[config.mk]
export PLATFORM = sky130hd
export DESIGN_NAME = i2c_target_burst
export DESIGN_NICKNAME = d
export VERILOG_FILES = /design/src/rtl/i2c_target_burst.sv
export SDC_FILE = /design/constraint.sdc
export NUM_CORES = 1
export LEC_CHECK = 0
export CELL_PAD_IN_SITES_DETAIL_PLACEMENT = 1
export CELL_PAD_IN_SITES_GLOBAL_PLACEMENT = 2
export CORE_ASPECT_RATIO = 0.7
export CORE_UTILIZATION = 30
export CTS_BUF_LIST = sky130_fd_sc_hd__clkbuf_4 sky130_fd_sc_hd__clkbuf_8
export CTS_CLUSTER_SIZE = 30
export DETAILED_ROUTE_END_ITERATION = 10
export GPL_TIMING_DRIVEN = 0
export PLACE_DENSITY = 0.79
export SYNTH_ARGS = -nofsm -noshare
export SYNTH_HDL_FRONTEND = slang
export SYNTH_SLANG_ARGS = --single-unit
[constraint.sdc]
create_clock -name clk -period 2.2 [get_ports clk]
set_clock_uncertainty 0.15 [all_clocks]
set_input_delay 0.22 -clock clk [delete_from_list [all_inputs] [get_ports clk]]
set_output_delay 0.22 -clock clk [all_outputs]
set_load 0.05 [all_outputs]
[src/rtl/i2c_target_burst.sv]
// I2C target with parametrised address/data widths, burst auto-increment and register-bus handshake.
// Optional SCL clock stretching on late read data: define I2C_TARGET_CLK_STRETCH_EN.
//
// Ports:
//   clk, rst            system clock, synchronous active-high reset
//   dev_id              7-bit device address
//   scl_i, sda_i        bus pin levels
//   sda_oe, scl_oe      open-drain pull-down enables
//   reg_addr            current word address (auto-increments per word)
//   reg_wdata, reg_wr   assembled write word and one-cycle write strobe
//   reg_rd              one-cycle read request
//   reg_rdata, reg_rvalid  read return data and its valid
//   busy, rd_err        START..STOP flag, sticky late-read-data flag

module i2c_target_burst #(
  parameter int ADDR_BYTES  = 4,
  parameter int DATA_BYTES  = 4,
  parameter int SYNC_STAGES = 2
) (
  input  logic                    clk,
  input  logic                    rst,
  input  logic [6:0]              dev_id,
  input  logic                    scl_i,
  input  logic                    sda_i,
  output logic                    sda_oe,
  output logic                    scl_oe,
  output logic [8*ADDR_BYTES-1:0] reg_addr,
  output logic [8*DATA_BYTES-1:0] reg_wdata,
  output logic                    reg_wr,
  output logic                    reg_rd,
  input  logic [8*DATA_BYTES-1:0] reg_rdata,
  input  logic                    reg_rvalid,
  output logic                    busy,
  output logic                    rd_err
);

  localparam int ADDR_W = 8 * ADDR_BYTES;
  localparam int DATA_W = 8 * DATA_BYTES;
  localparam logic [1:0] A_LAST = 2'(ADDR_BYTES - 1);
  localparam logic [1:0] D_LAST = 2'(DATA_BYTES - 1);

  typedef enum logic [3:0] {
    IDLE, DEV, DEV_ACK, ADDR, ADDR_ACK, WDATA, WDATA_ACK,
    RD_FETCH, RDATA, RDATA_ACK, WAIT_STOP
  } state_t;

  state_t                 state;
  logic [SYNC_STAGES-1:0] scl_sy;
  logic [SYNC_STAGES-1:0] sda_sy;
  logic                   scl_d;
  logic                   sda_d;
  logic                   scl_s;
  logic                   sda_s;
  logic                   scl_rise;
  logic                   scl_fall;
  logic                   start;
  logic                   stop;
  logic [3:0]             bit_cnt;
  logic [1:0]             byte_cnt;
  logic [6:0]             sh;
  logic                   ack_drv;
  logic                   fetch_ack;
  logic                   have_data;
  logic                   fetch_ok;
  logic [DATA_W-1:0]      fetch_word;
  logic [DATA_W-1:0]      rd_sh;
`ifdef I2C_TARGET_CLK_STRETCH_EN
  logic                   stretching;
`else
  assign scl_oe = 1'b0;
`endif

  assign scl_s    = scl_sy[SYNC_STAGES-1];
  assign sda_s    = sda_sy[SYNC_STAGES-1];
  assign scl_rise = scl_s & ~scl_d;
  assign scl_fall = ~scl_s & scl_d;
  assign start    = scl_s & scl_d & sda_d & ~sda_s;
  assign stop     = scl_s & scl_d & ~sda_d & sda_s;

  // Data may land in the same cycle as the first-bit falling edge.
  assign fetch_ok   = have_data | reg_rvalid;
  assign fetch_word = have_data ? rd_sh : reg_rdata;

  always_ff @(posedge clk) begin
    if (rst) begin
      state     <= IDLE;
      scl_sy    <= '1;
      sda_sy    <= '1;
      scl_d     <= 1'b1;
      sda_d     <= 1'b1;
      bit_cnt   <= '0;
      byte_cnt  <= '0;
      sh        <= '0;
      ack_drv   <= 1'b0;
      fetch_ack <= 1'b0;
      have_data <= 1'b0;
      rd_sh     <= '0;
      sda_oe    <= 1'b0;
      reg_addr  <= '0;
      reg_wdata <= '0;
      reg_wr    <= 1'b0;
      reg_rd    <= 1'b0;
      busy      <= 1'b0;
      rd_err    <= 1'b0;
`ifdef I2C_TARGET_CLK_STRETCH_EN
      scl_oe     <= 1'b0;
      stretching <= 1'b0;
`endif
    end else begin
      scl_sy <= {scl_sy[SYNC_STAGES-2:0], scl_i};
      sda_sy <= {sda_sy[SYNC_STAGES-2:0], sda_i};
      scl_d  <= scl_s;
      sda_d  <= sda_s;
      reg_wr <= 1'b0;
      reg_rd <= 1'b0;
      // Address advances while the strobe is high, so it is stable during it.
      if (reg_wr)
        reg_addr <= reg_addr + ADDR_W'(1);
      if (stop) begin
        state   <= IDLE;
        sda_oe  <= 1'b0;
        busy    <= 1'b0;
        ack_drv <= 1'b0;
`ifdef I2C_TARGET_CLK_STRETCH_EN
        scl_oe     <= 1'b0;
        stretching <= 1'b0;
`endif
      end else if (start) begin
        state    <= DEV;
        bit_cnt  <= '0;
        byte_cnt <= '0;
        busy     <= 1'b1;
        sda_oe   <= 1'b0;
        rd_err   <= 1'b0;
        ack_drv  <= 1'b0;
`ifdef I2C_TARGET_CLK_STRETCH_EN
        scl_oe     <= 1'b0;
        stretching <= 1'b0;
`endif
      end else begin
        unique case (state)
          IDLE, WAIT_STOP: ;
          DEV: if (scl_rise) begin
            sh      <= {sh[5:0], sda_s};
            bit_cnt <= bit_cnt + 4'd1;
            if (bit_cnt == 4'd7) begin
              bit_cnt <= '0;
              ack_drv <= 1'b0;
              if (sh != dev_id)
                state <= WAIT_STOP;
              else if (sda_s) begin
                // Read: fetch during the ACK clock; RD_FETCH drives the ACK.
                state     <= RD_FETCH;
                reg_rd    <= 1'b1;
                fetch_ack <= 1'b1;
                have_data <= 1'b0;
              end else
                state <= DEV_ACK;
            end
          end
          DEV_ACK: if (scl_fall) begin
            sda_oe  <= ~ack_drv;
            ack_drv <= ~ack_drv;
            if (ack_drv) begin
              state    <= ADDR;
              byte_cnt <= '0;
            end
          end
          ADDR: if (scl_rise) begin
            reg_addr <= {reg_addr[ADDR_W-2:0], sda_s};
            bit_cnt  <= bit_cnt + 4'd1;
            if (bit_cnt == 4'd7) begin
              bit_cnt <= '0;
              state   <= ADDR_ACK;
            end
          end
          ADDR_ACK: if (scl_fall) begin
            sda_oe  <= ~ack_drv;
            ack_drv <= ~ack_drv;
            if (ack_drv) begin
              if (byte_cnt == A_LAST) begin
                state    <= WDATA;
                byte_cnt <= '0;
              end else begin
                state    <= ADDR;
                byte_cnt <= byte_cnt + 2'd1;
              end
            end
          end
          WDATA: if (scl_rise) begin
            reg_wdata <= {reg_wdata[DATA_W-2:0], sda_s};
            bit_cnt   <= bit_cnt + 4'd1;
            if (bit_cnt == 4'd7) begin
              bit_cnt <= '0;
              state   <= WDATA_ACK;
              if (byte_cnt == D_LAST) begin
                reg_wr   <= 1'b1;
                byte_cnt <= '0;
              end else
                byte_cnt <= byte_cnt + 2'd1;
            end
          end
          WDATA_ACK: if (scl_fall) begin
            sda_oe  <= ~ack_drv;
            ack_drv <= ~ack_drv;
            if (ack_drv)
              state <= WDATA;
          end
          RD_FETCH: begin
            if (reg_rvalid && !have_data) begin
              rd_sh     <= reg_rdata;
              have_data <= 1'b1;
            end
`ifdef I2C_TARGET_CLK_STRETCH_EN
            if (stretching) begin
              if (reg_rvalid) begin
                stretching <= 1'b0;
                scl_oe     <= 1'b0;
                rd_sh      <= reg_rdata;
                sda_oe     <= ~reg_rdata[DATA_W-1];
                state      <= RDATA;
              end
            end else
`endif
            if (scl_fall) begin
              if (fetch_ack && !ack_drv) begin
                sda_oe  <= 1'b1;
                ack_drv <= 1'b1;
              end else begin
                ack_drv   <= 1'b0;
                fetch_ack <= 1'b0;
                bit_cnt   <= '0;
                byte_cnt  <= '0;
                if (fetch_ok) begin
                  rd_sh  <= fetch_word;
                  sda_oe <= ~fetch_word[DATA_W-1];
                  state  <= RDATA;
                end else begin
`ifdef I2C_TARGET_CLK_STRETCH_EN
                  stretching <= 1'b1;
                  scl_oe     <= 1'b1;
                  sda_oe     <= 1'b0;
`else
                  rd_sh  <= '1;
                  sda_oe <= 1'b0;
                  rd_err <= 1'b1;
                  state  <= RDATA;
`endif
                end
              end
            end
          end
          RDATA: begin
            if (scl_rise)
              bit_cnt <= bit_cnt + 4'd1;
            else if (scl_fall) begin
              // bit_cnt==0: first bit of a follow-on byte, nothing consumed yet.
              if (bit_cnt == 4'd0)
                sda_oe <= ~rd_sh[DATA_W-1];
              else if (bit_cnt == 4'd8) begin
                rd_sh   <= {rd_sh[DATA_W-2:0], 1'b1};
                sda_oe  <= 1'b0;
                bit_cnt <= '0;
                state   <= RDATA_ACK;
              end else begin
                rd_sh  <= {rd_sh[DATA_W-2:0], 1'b1};
                sda_oe <= ~rd_sh[DATA_W-2];
              end
            end
          end
          RDATA_ACK: if (scl_rise) begin
            if (sda_s)
              state <= WAIT_STOP;
            else if (byte_cnt == D_LAST) begin
              reg_addr  <= reg_addr + ADDR_W'(1);
              reg_rd    <= 1'b1;
              fetch_ack <= 1'b0;
              ack_drv   <= 1'b0;
              have_data <= 1'b0;
              byte_cnt  <= '0;
              state     <= RD_FETCH;
            end else begin
              byte_cnt <= byte_cnt + 2'd1;
              bit_cnt  <= '0;
              state    <= RDATA;
            end
          end
          default: state <= IDLE;
        endcase
      end
    end
  end

endmodule

==> metrics, run 1 <==
clock-pin slew on the worst setup and hold paths 0.08 ns; Congestion Overflow GR 0; DP Worst Slack -1.28 ns; commonest cells in the netlist 167 x nand2_1, 127 x dfxtp_1, 93 x a21oi_1; Sequential Area 2610 sq um; worst vdd ir 406 uV; Syn Area/Cell 7.74 sq um; CTS tree yes; HP Class in2reg; RePlAce Congestion 0.880; worst setup path class reg2reg; global-route wire length before repair 51.0 mm; dpl cell area 9550 sq um; Yosys cell types 83; cell accounting for the most synthesized area dfxtp_1; GRT Resource Usage Total 0.244; vias in the first global route 8662; largest cells by area after synthesis dfxtp_1 32%, nand2_1 7.9%, a21oi_1 5.9%; Post-Syn Instances 1024; CP max stage delay 0.39 ns; Final Power 0.00641 W; area of the multi-input gates 5560 sq um; Synth Net Count 1075; root buffer cell clkbuf_8; Worst Tran Pin Value 0.978 ns; post-layout utilization of the core 0.448; final setup vio count 15; first-pass iteration count of the detailed router 5; Initial Util 0.307; fin. max-slew vios 0; CP Capture Type flip-flop; leakage 3.95 nW; relative slew slack 0.348; layout cells sized above 1 0.292; Worst-Skew Late Latency 0.47 ns; DRC 0; wire per inst 21.1 um; Crit path arrival time 2.45 ns; crit path cell chain ha_4 > nand4b_1 > buf_4 > a32oi_2 > o2111ai_4 > buf_6 > mux2i_1 > nor2_1; nets@finish 1278; post-route cell area 11600 sq um; Max clock buf depth 2; core outline area 25800 sq um; Sink Count 127; remaining antenna violation count after routing 0; die height 138 um; Detailed Place HPWL 23.3 mm; Post-synth EDFFs 0; largest net degree at the start of global routing 17; std cell rows 49; Worst path slowest cell dfxtp_4; Pwr Density 555 nW/um^2; max-cap check violation count 0; final worst setup slack -0.0573 ns; worst path required time 2.40 ns; synthesized area 7920 sq um; total CTS buffers 17; FF+latch count, synth 127; fin crit share 1.03; filler cell count 3028; Port Buffers 110; post-synth top area share 0.321; final hold violations 0; YS warnings 0; Critical Path Fanout Max 7; fmax 443 MHz; failing checks setup timing; area added between synthesis and finish 45.9%; Die Width 196 um; Die Footprint 27100 sq um; drt total wl 33.8 mm; fraction of registers with async set/reset 0; antenna cells 0; initial antenna violation count 1; H-Tree Depth 4; RSZ-0062 raised after global routing yes; crit start category flip-flop; vias per inst 5.64; I/O pin total 114; initial DRC count 636; most frequent cell after synthesis nand2_1; sequential cell area fraction in the yosys report 0.321; total number of vias 9012; cts hold-fix bufs 0; outcome finished with violations; predominant post-synthesis flop cell dfxtp_1; Tmin final 2.26 ns
==> timing repair <==
item	CTS	global route
endpoints found under the hold margin	0	0
pin swaps	41	52
endpoints found under the setup margin	121	109
resized for setup	156	128
buffers inserted	47	36
cloned	4	1
==> logic make-up after synthesis <==
group                      count (synthesis)  share of synthesized area
AOI/OAI and AO/OA                        301                      0.285
xor gates and xnor gates                  46                     0.0509
adders and majority gates                  7                     0.0111
buffers and inverters                    112                     0.0649
DFF                                      127                      0.321
muxes                                      8                     0.0101
other                                      1                   0.000473
and+or+nand+nor                          422                      0.257
==> report_power, final <==
group | total, W | switching [W] | leakage [nW] | internal (W)
combinational | 0.00159 | 0.000926 | 2.67 | 0.000666
sequential | 0.00235 | 0.0000385 | 1.04 | 0.00232
clock | 0.00247 | 0.00107 | 0.232 | 0.00140
==> path summary, 6_finish.rpt <==
path                   start        end  slack [ns]  cells after the start
hold reg to reg    scl_sy[0]  scl_sy[1]        0.27                      1
hold / removal    reg_rvalid  have_data        0.11                      3
setup / recovery   scl_sy[1]   state[1]       -0.06                      8
setup reg to reg   scl_sy[1]   state[1]       -0.06                      8
==> through the flow <==
| stage | std cells | TNS (ns) | hold WS (ns) |
|---|---|---|---|
| after floorplan | 1024 | -0.329 | 0.174 |
| after global placement | 1491 | -68.47 | 0.244 |
| after detailed placement | 1491 | -71.12 | 0.253 |
| after CTS | 1566 | -0.283 | 0.0668 |
| after global routing | 1597 | -3.31 | 0.109 |
| final | 1597 | -0.322 | 0.108 |
==> per-layer routing <==
layer | GRT usage | up-vias | wire (um)
li1 | - | 4170 | -
met1 | 0.366 | 4500 | 17000
met2 | 0.345 | 306 | 14000
met3 | 0.0637 | 36 | 2430
met4 | 0.0473 | 0 | 412
met5 | 0 | - | 0
==> final cells by class <==
cell class                      instances  share of cell area
Clock buffer                           20              0.0222
Timing Repair Buffer                  197               0.156
Tap cell                              357              0.0387
Sequential cell                       127               0.226
Buffer                                 82              0.0515
Multi-Input combinational cell        785               0.481
Clock inverter                         12              0.0179
Inverter                               17             0.00628
==> worst max-delay path, delay by kind of cell, from the launching register on <==
family,cells,cell delay (ns)
muxes,1,0.18
buffers and inverters,2,0.43
DFF,1,0.39
AOI/OAI and AO/OA,2,0.47
adders and majority gates,1,0.22
and+or+nand+nor,2,0.29
==> placed cells by master (no fill, tap or decap), types with 6 or more instances in the layout <==
master | synthesis | final
nand2_1 | 167 | 162
clkdlybuf4s50_1 | 0 | 103
dfxtp_1 | 127 | 93
a21oi_1 | 93 | 89
buf_4 | 9 | 83
nor2_1 | 88 | 66
nand3_1 | 45 | 42
o21ai_0 | 38 | 31
o221ai_1 | 28 | 28
a311oi_2 | 25 | 26
buf_6 | 4 | 25
dfxtp_2 | 0 | 24
xnor2_1 | 23 | 22
xor2_1 | 23 | 22
clkbuf_2 | 2 | 20
clkbuf_8 | 0 | 18
clkbuf_1 | 55 | 17
nor3_1 | 25 | 17
nand4_1 | 17 | 17
a22oi_1 | 15 | 15
inv_1 | 16 | 14
nor2_2 | 2 | 13
clkbuf_4 | 0 | 11
nor2_4 | 0 | 11
dfxtp_4 | 0 | 10
o21ai_1 | 3 | 9
nand2b_1 | 11 | 8
mux2i_1 | 8 | 8
buf_2 | 22 | 7
o32ai_1 | 10 | 7
and3_1 | 8 | 7
nor4_4 | 0 | 7
o211ai_1 | 6 | 6
nand3b_1 | 6 | 6
a32oi_1 | 7 | 6
==> sequential cells by signal, indices dropped and copies added (netlist names) <==
register	flops
ack_drv	1
bit_cnt	4
busy	1
byte_cnt	2
fetch_ack	1
have_data	1
rd_err	1
rd_sh	32
reg_addr	32
reg_rd	1
reg_wdata	32
reg_wr	1
scl_d	1
scl_sy	2
sda_d	1
sda_oe	1
sda_sy	2
sh	7
state	4
Power figures use the tool's default switching activity.
==> inputs of run 2 (changes only) <==
--- a/config.mk
+++ b/config.mk
@@ -17,3 +17,4 @@
 export SYNTH_ARGS = -nofsm -noshare
 export SYNTH_HDL_FRONTEND = slang
 export SYNTH_SLANG_ARGS = --single-unit
+export TNS_END_PERCENT = 5
==> run 2 against run 1 <==
  * The flow still finishes with violations (setup timing)
  * Largest cell class unchanged
  * Flip-flop and latch count stayed put
  * Critical path type unchanged
  * Combinational power is 3% lower
  * Sequential power hardly changed
==> metrics, run 2 (same netlist as run 1, synthesis figures left out) <==
outcome finished with violations; failing checks setup timing; Max clock buf depth 2 (unchanged); vias in the first global route 8421 (-2.8%); fmax 428 MHz (-3.4%); I/O pin total 114 (unchanged); cell count after placement 1491 (unchanged); worst setup path class reg2reg; Setup TNS Final -0.866 ns (-0.544 ns); crit start category flip-flop; die height 138 um (unchanged); Worst-Skew Late Latency 0.47 ns (about the same); Critical Path Fanout Max 7 (unchanged); registers with the most flip-flops rd_sh: 32 flops, reg_addr: 32 flops, reg_wdata: 32 flops; final setup vio count 30 (+15); RSZ-0062 raised after global routing yes; Internal Power 0.00406 W (-7.2%); drt total wl 34.3 mm (+1.6%); Sink Count 127 (unchanged); crit path cell chain ha_4 > nand4b_1 > and3b_1 > nor4_2 > a41o_1 > o32ai_1 > a31o_2; total number of vias 9032 (+0.22%); Worst path slowest cell dfxtp_4; remaining antenna violation count after routing 0 (unchanged); filler cell count 3060 (+1.1%); RePlAce Congestion 0.865 (-1.7%); final non-filler cell total 1594 (-0.19%); core outline area 25800 sq um (unchanged); Detailed Place HPWL 22.7 mm (-2.4%); worst vdd ir 361 uV (-11%); global-route wire length before repair 49.9 mm (-2.1%); root buffer cell clkbuf_8; Crit path arrival time 2.55 ns (+0.10 ns); Die Width 196 um (unchanged); Reg power frac 0.387 (+0.020); CTS tree yes; Initial Util 0.307 (unchanged); leakage 3.94 nW (-0.25%); combinational share of power 0.255 (+0.007); largest net degree at the start of global routing 17 (unchanged); clock network power share 0.358 (-0.027); std cell rows 49 (unchanged); final hold violations 0 (unchanged); antenna cells 0 (unchanged); final worst setup slack -0.137 ns (-0.0799 ns); total CTS buffers 17 (unchanged); CP Capture Type flip-flop; nets@finish 1275 (-0.23%); initial DRC count 781 (+23%); first-pass iteration count of the detailed router 4 (-1); Worst Tran Pin Value 0.912 ns (-0.0652 ns); relative slew slack 0.392 (+0.0435); cts hold-fix bufs 0 (unchanged); DRC 0 (unchanged); max-cap check violation count 0 (unchanged); fin. max-slew vios 0 (unchanged); switching share of power 0.332 (+0.0150); most frequent cells in the layout 161 x nand2_1, 101 x clkdlybuf4s50_1, 94 x dfxtp_1; wire per inst 21.5 um (+1.8%); CP max stage delay 0.41 ns (+0.02 ns); GRT Resource Usage Total 0.240 (-0.00368); Sequential Area 2620 sq um (+0.24%); H-Tree Depth 4 (unchanged); fin crit share 1.06 (+0.0363); most common cell after layout, fill and taps aside nand2_1; worst path required time 2.41 ns (about the same); initial antenna violation count 1 (unchanged); vias per inst 5.67 (+0.41%); area added between synthesis and finish 45.4%; Pwr Density 528 nW/um^2 (-4.8%); area of the multi-input gates 5540 sq um (-0.32%); Die Footprint 27100 sq um (unchanged); Congestion Overflow GR 0 (unchanged); Port Buffers 110 (unchanged); HP Class in2reg; layout cells sized above 1 0.282 (-0.00980); Sw Pwr 0.00202 W (-0.65%); Tmin final 2.34 ns (+0.0799 ns); clock-pin slew on the worst setup and hold paths 0.08 ns (about the same)
-- run 2: cell count changes in the layout (fill, tap and decap cells not counted), sizes merged, moves of 2 or more --
| cell | change |
|---|---|
| bufinv | -3 |
| buf | -5 |
| clkdlybuf4s50 | -2 |
| inv | +2 |
| dlymetal6s2s | +2 |
| clkbuf | +4 |
-- run 2: through the flow --
stage | cell area (sq um) | setup WS (ns) | hold slack [ns] | total power, W | utilization
4_1_cts | 10600 | -0.0808 | 0.0615 | 0.00588 | 0.411
3_5_place_dp | 9540 | -1.25 | 0.246 | 0.00351 | 0.370
3_3_place_gp | 9540 | -1.23 | 0.242 | 0.00350 | 0.370
2_1_floorplan | 7990 | -0.0723 | 0.174 | 0.00314 | -
5_1_grt | 11500 | -0.197 | 0.133 | 0.00635 | 0.446
6_report | 11500 | -0.137 | 0.0864 | 0.00608 | 0.446
-- run 2: power by group through the flow --
stage | Sequential (W) | Clock (W) | Combinational, W
2_1_floorplan | 0.00240 | 0 | 0.000737
3_3_place_gp | 0.00240 | 0 | 0.00111
3_5_place_dp | 0.00240 | 0 | 0.00111
4_1_cts | 0.00235 | 0.00223 | 0.00130
5_1_grt | 0.00236 | 0.00234 | 0.00164
6_report | 0.00235 | 0.00218 | 0.00155
-- run 2: layer usage --
layer / GRT usage / vias up / share of wire
met5: 0 / - / 0
met4: 0.0586 / 0 / 0.017
met3: 0.0533 / 51 / 0.072
met2: 0.336 / 332 / 0.42
met1: 0.365 / 4485 / 0.49
li1: - / 4164 / -
-- run 2: area by class of cell --
type	count	area share
clock buffers	21	0.0240
flip-flops and latches	127	0.227
clock inverters	11	0.0112
plain buffers	81	0.0501
multi-input cells	785	0.481
inverters	17	0.00652
repair buffers	195	0.161
well taps	357	0.0388
-- run 2: final timing paths --
path | from | endpoint | slack [ns] | cells after the start
max | scl_sy[1] | byte_cnt[0] | -0.14 | 7
min | reg_rvalid | have_data | 0.09 | 3
max reg2reg | scl_sy[1] | byte_cnt[0] | -0.14 | 7
min reg2reg | scl_sy[0] | scl_sy[1] | 0.26 | 1
-- run 2: timing repair --
item / in CTS / in global routing
pin swaps: 22 / 63
buffers inserted: 31 / 51
endpoints found under the setup margin: 121 / 116
gates resized for setup: 133 / 143
gates cloned: 0 / 3
-- run 2: worst max-delay path, delay by kind of cell (launching register included) --
family / cells / cell delay, ns
fa+ha+maj: 1 / 0.23
compound gates: 3 / 0.64
simple gates: 3 / 0.80
flops: 1 / 0.41
==> inputs of run 3 (changes only) <==
--- a/config.mk
+++ b/config.mk
@@ -13,7 +13,8 @@
 export CTS_CLUSTER_SIZE = 30
 export DETAILED_ROUTE_END_ITERATION = 10
 export GPL_TIMING_DRIVEN = 0
-export PLACE_DENSITY = 0.79
+export HOLD_SLACK_MARGIN = 0.06
+export PLACE_DENSITY = 0.81
 export SYNTH_ARGS = -nofsm -noshare
 export SYNTH_HDL_FRONTEND = slang
 export SYNTH_SLANG_ARGS = --single-unit
==> run 3 against run 2 <==
  * The flow still finishes with violations (setup timing)
  * Global-route usage is 0.34 points lower
  * Worst setup slack worse by 0.058 ns
  * Final area shrank 2.1%
  * Register-to-register slack worse by 0.06 ns
  * Sequential share of layout area rose by 0.41 points
  * Utilization shrank 0.92 points
  * Critical path type unchanged
  * Maximum frequency shrank 2.4%
  * Clock power down 5%
  * Power down 3.9%
  * Worst hold slack better by 0.078 ns
==> metrics, run 3 (same netlist as run 1, synthesis figures left out) <==
outcome finished with violations; failing checks setup timing; met3 Use GR 0.0649 (+0.0117); most frequent cells in the layout 159 x nand2_1, 102 x clkdlybuf4s50_1, 96 x dfxtp_1; CP Capture Type flip-flop; worst r2r src scl_sy[1]; Worst path slowest cell dfxtp_4; wire per inst 20.7 um (-3.8%); worst hold stages 2 (-1); R2R setup slack -0.19 ns (-0.06 ns); drt total wl 32.9 mm (-4.2%); Port Buffers 110 (unchanged); die height 138 um (unchanged); worst-case reg-to-reg path depth 8 (+1); FF-to-FF End byte_cnt[1]; met2 Resource Use GR 0.332 (-0.00415); CTS tree yes; CP max stage delay 0.38 ns (-0.03 ns); Global Route met1 Usage 0.349 (-0.0152); total number of vias 8881 (-1.7%); Crit path arrival time 2.60 ns (+0.05 ns); vias per inst 5.60 (-1.2%); core outline area 25800 sq um (unchanged); relative slew slack 0.382 (-0.00993); root buffer cell clkbuf_8; crit path cell chain ha_2 > buf_8 > clkinv_4 > a31oi_1 > o211ai_1 > a31oi_2 > o21ai_1 > a32o_1; largest net degree at the start of global routing 17 (unchanged); Worst-Skew Late Latency 0.47 ns (about the same); fmax 418 MHz (-2.4%); area added between synthesis and finish 42.4%; initial DRC count 577 (-26%); vias in the first global route 8428 (+0.083%); H-Tree Depth 4 (unchanged); post-layout utilization of the core 0.437 (-0.00921); worst path required time 2.41 ns (about the same); std cell rows 49 (unchanged); Die Footprint 27100 sq um (unchanged); layout cells sized above 1 0.263 (-0.0193); registers with the most flip-flops rd_sh: 32 flops, reg_addr: 32 flops, reg_wdata: 32 flops; Max clock buf depth 2 (unchanged); clock-pin slew on the worst setup and hold paths 0.08 ns (about the same); fin crit share 1.09 (+0.0262); HP Class in2reg; Congestion Overflow GR 0 (unchanged); Initial Util 0.307 (unchanged); Worst Tran Pin Value 0.927 ns (+0.0149 ns); crit start category flip-flop; Die Width 196 um (unchanged); Critical Path Fanout Max 9 (+2); global-route wire length before repair 49.1 mm (-1.6%); RSZ-0062 raised after global routing yes; GRT Resource Usage Total 0.237 (-0.00341); antenna cells 0 (unchanged); Min-Delay Endpoint sda_sy[0]; Tmin final 2.39 ns (+0.0576 ns); DP Worst Slack -1.20 ns (+0.0522 ns); leakage 3.85 nW (-2.4%); HP Start sda_i; layer with the highest usage met1; worst setup path class reg2reg; Pwr Density 518 nW/um^2 (-1.9%); Sink Count 127 (unchanged); final setup vio count 58 (+93%); final hold violations 0 (unchanged); remaining antenna violation count after routing 0 (unchanged); most common cell after layout, fill and taps aside nand2_1; total CTS buffers 17 (unchanged); I/O pin total 114 (unchanged); max-cap check violation count 0 (unchanged); DRC 0 (unchanged); worst vdd ir 262 uV (-27%); fin. max-slew vios 0 (unchanged); Detailed Place HPWL 22.8 mm (+0.40%); final worst setup slack -0.195 ns (-0.0576 ns); RePlAce Congestion 0.881 (+1.8%); initial antenna violation count 0 (-1); first-pass iteration count of the detailed router 5 (+1); filler cell count 3053 (-0.23%); nets@finish 1269 (-0.47%)
[run 3: stage by stage]
| stage | power [W] | instance area, sq um | instances | setup TNS [ns] | hold slack, ns |
|---|---|---|---|---|---|
| finish | 0.00585 | 11300 | 1586 | -2.48 | 0.165 |
| floorplan | 0.00314 | 7990 | 1024 | -0.407 | 0.174 |
| global route | 0.00608 | 11300 | 1586 | -8.88 | 0.167 |
| global placement | 0.00349 | 9540 | 1491 | -68.50 | 0.247 |
| detailed placement | 0.00350 | 9540 | 1491 | -68.78 | 0.246 |
| CTS | 0.00571 | 10700 | 1552 | -0.186 | 0.144 |
[run 3: timing repair]
| item | CTS | global route |
|---|---|---|
| gates resized for setup | 136 | 105 |
| endpoints found under the hold margin | 1 | 0 |
| buffers inserted | 39 | 34 |
| cloned | 0 | 2 |
| hold buffers | 1 | 0 |
| endpoints found under the setup margin | 121 | 116 |
| pin swaps | 30 | 49 |
[run 3: how the worst max path moves through the flow]
stage / from / endpoint / slack [ns] / cells after the start
after floorplan: reg_addr[13] / reg_addr[30] / -0.07 / 8
after global placement: scl_sy[1] / reg_addr[21] / -1.21 / 8
after global routing: scl_d / byte_cnt[1] / -0.26 / 9
after detailed placement: scl_sy[1] / reg_addr[21] / -1.20 / 8
final: scl_sy[1] / byte_cnt[1] / -0.19 / 8
after CTS: state[3] / state[0] / -0.03 / 6
[run 3: critical path: cells and delay by family, from the launching register on]
| kind | cells | cell delay (ns) |
|---|---|---|
| AO/OA/AOI/OAI | 5 | 1.27 |
| adder cells (fa/ha/maj) | 1 | 0.21 |
| buffers and inverters | 2 | 0.26 |
| flip-flops | 1 | 0.38 |
[run 3: per-layer routing]
metal | part of all wire | up-vias
li1 | - | 4137
met1 | 0.50 | 4420
met2 | 0.41 | 287
met3 | 0.073 | 37
met4 | 0.015 | 0
met5 | 0 | -
[run 3: area by class of cell]
type / count / area (sq um) / area share
multi-input combinational: 785 / 5450 / 0.483
sequential: 127 / 2610 / 0.231
timing repair buffer: 186 / 1740 / 0.155
buffer: 84 / 592 / 0.0525
tap: 357 / 447 / 0.0396
clock buffer: 17 / 234 / 0.0207
clock inverter: 13 / 139 / 0.0123
inverter: 17 / 68.8 / 0.00610
[run 3: power breakdown]
group | total (W) | leakage, nW | switching, W | internal [W]
Combinational | 0.00142 | 2.62 | 0.000865 | 0.000560
Sequential | 0.00235 | 1.04 | 0.0000333 | 0.00232
Clock | 0.00207 | 0.189 | 0.00107 | 0.000999
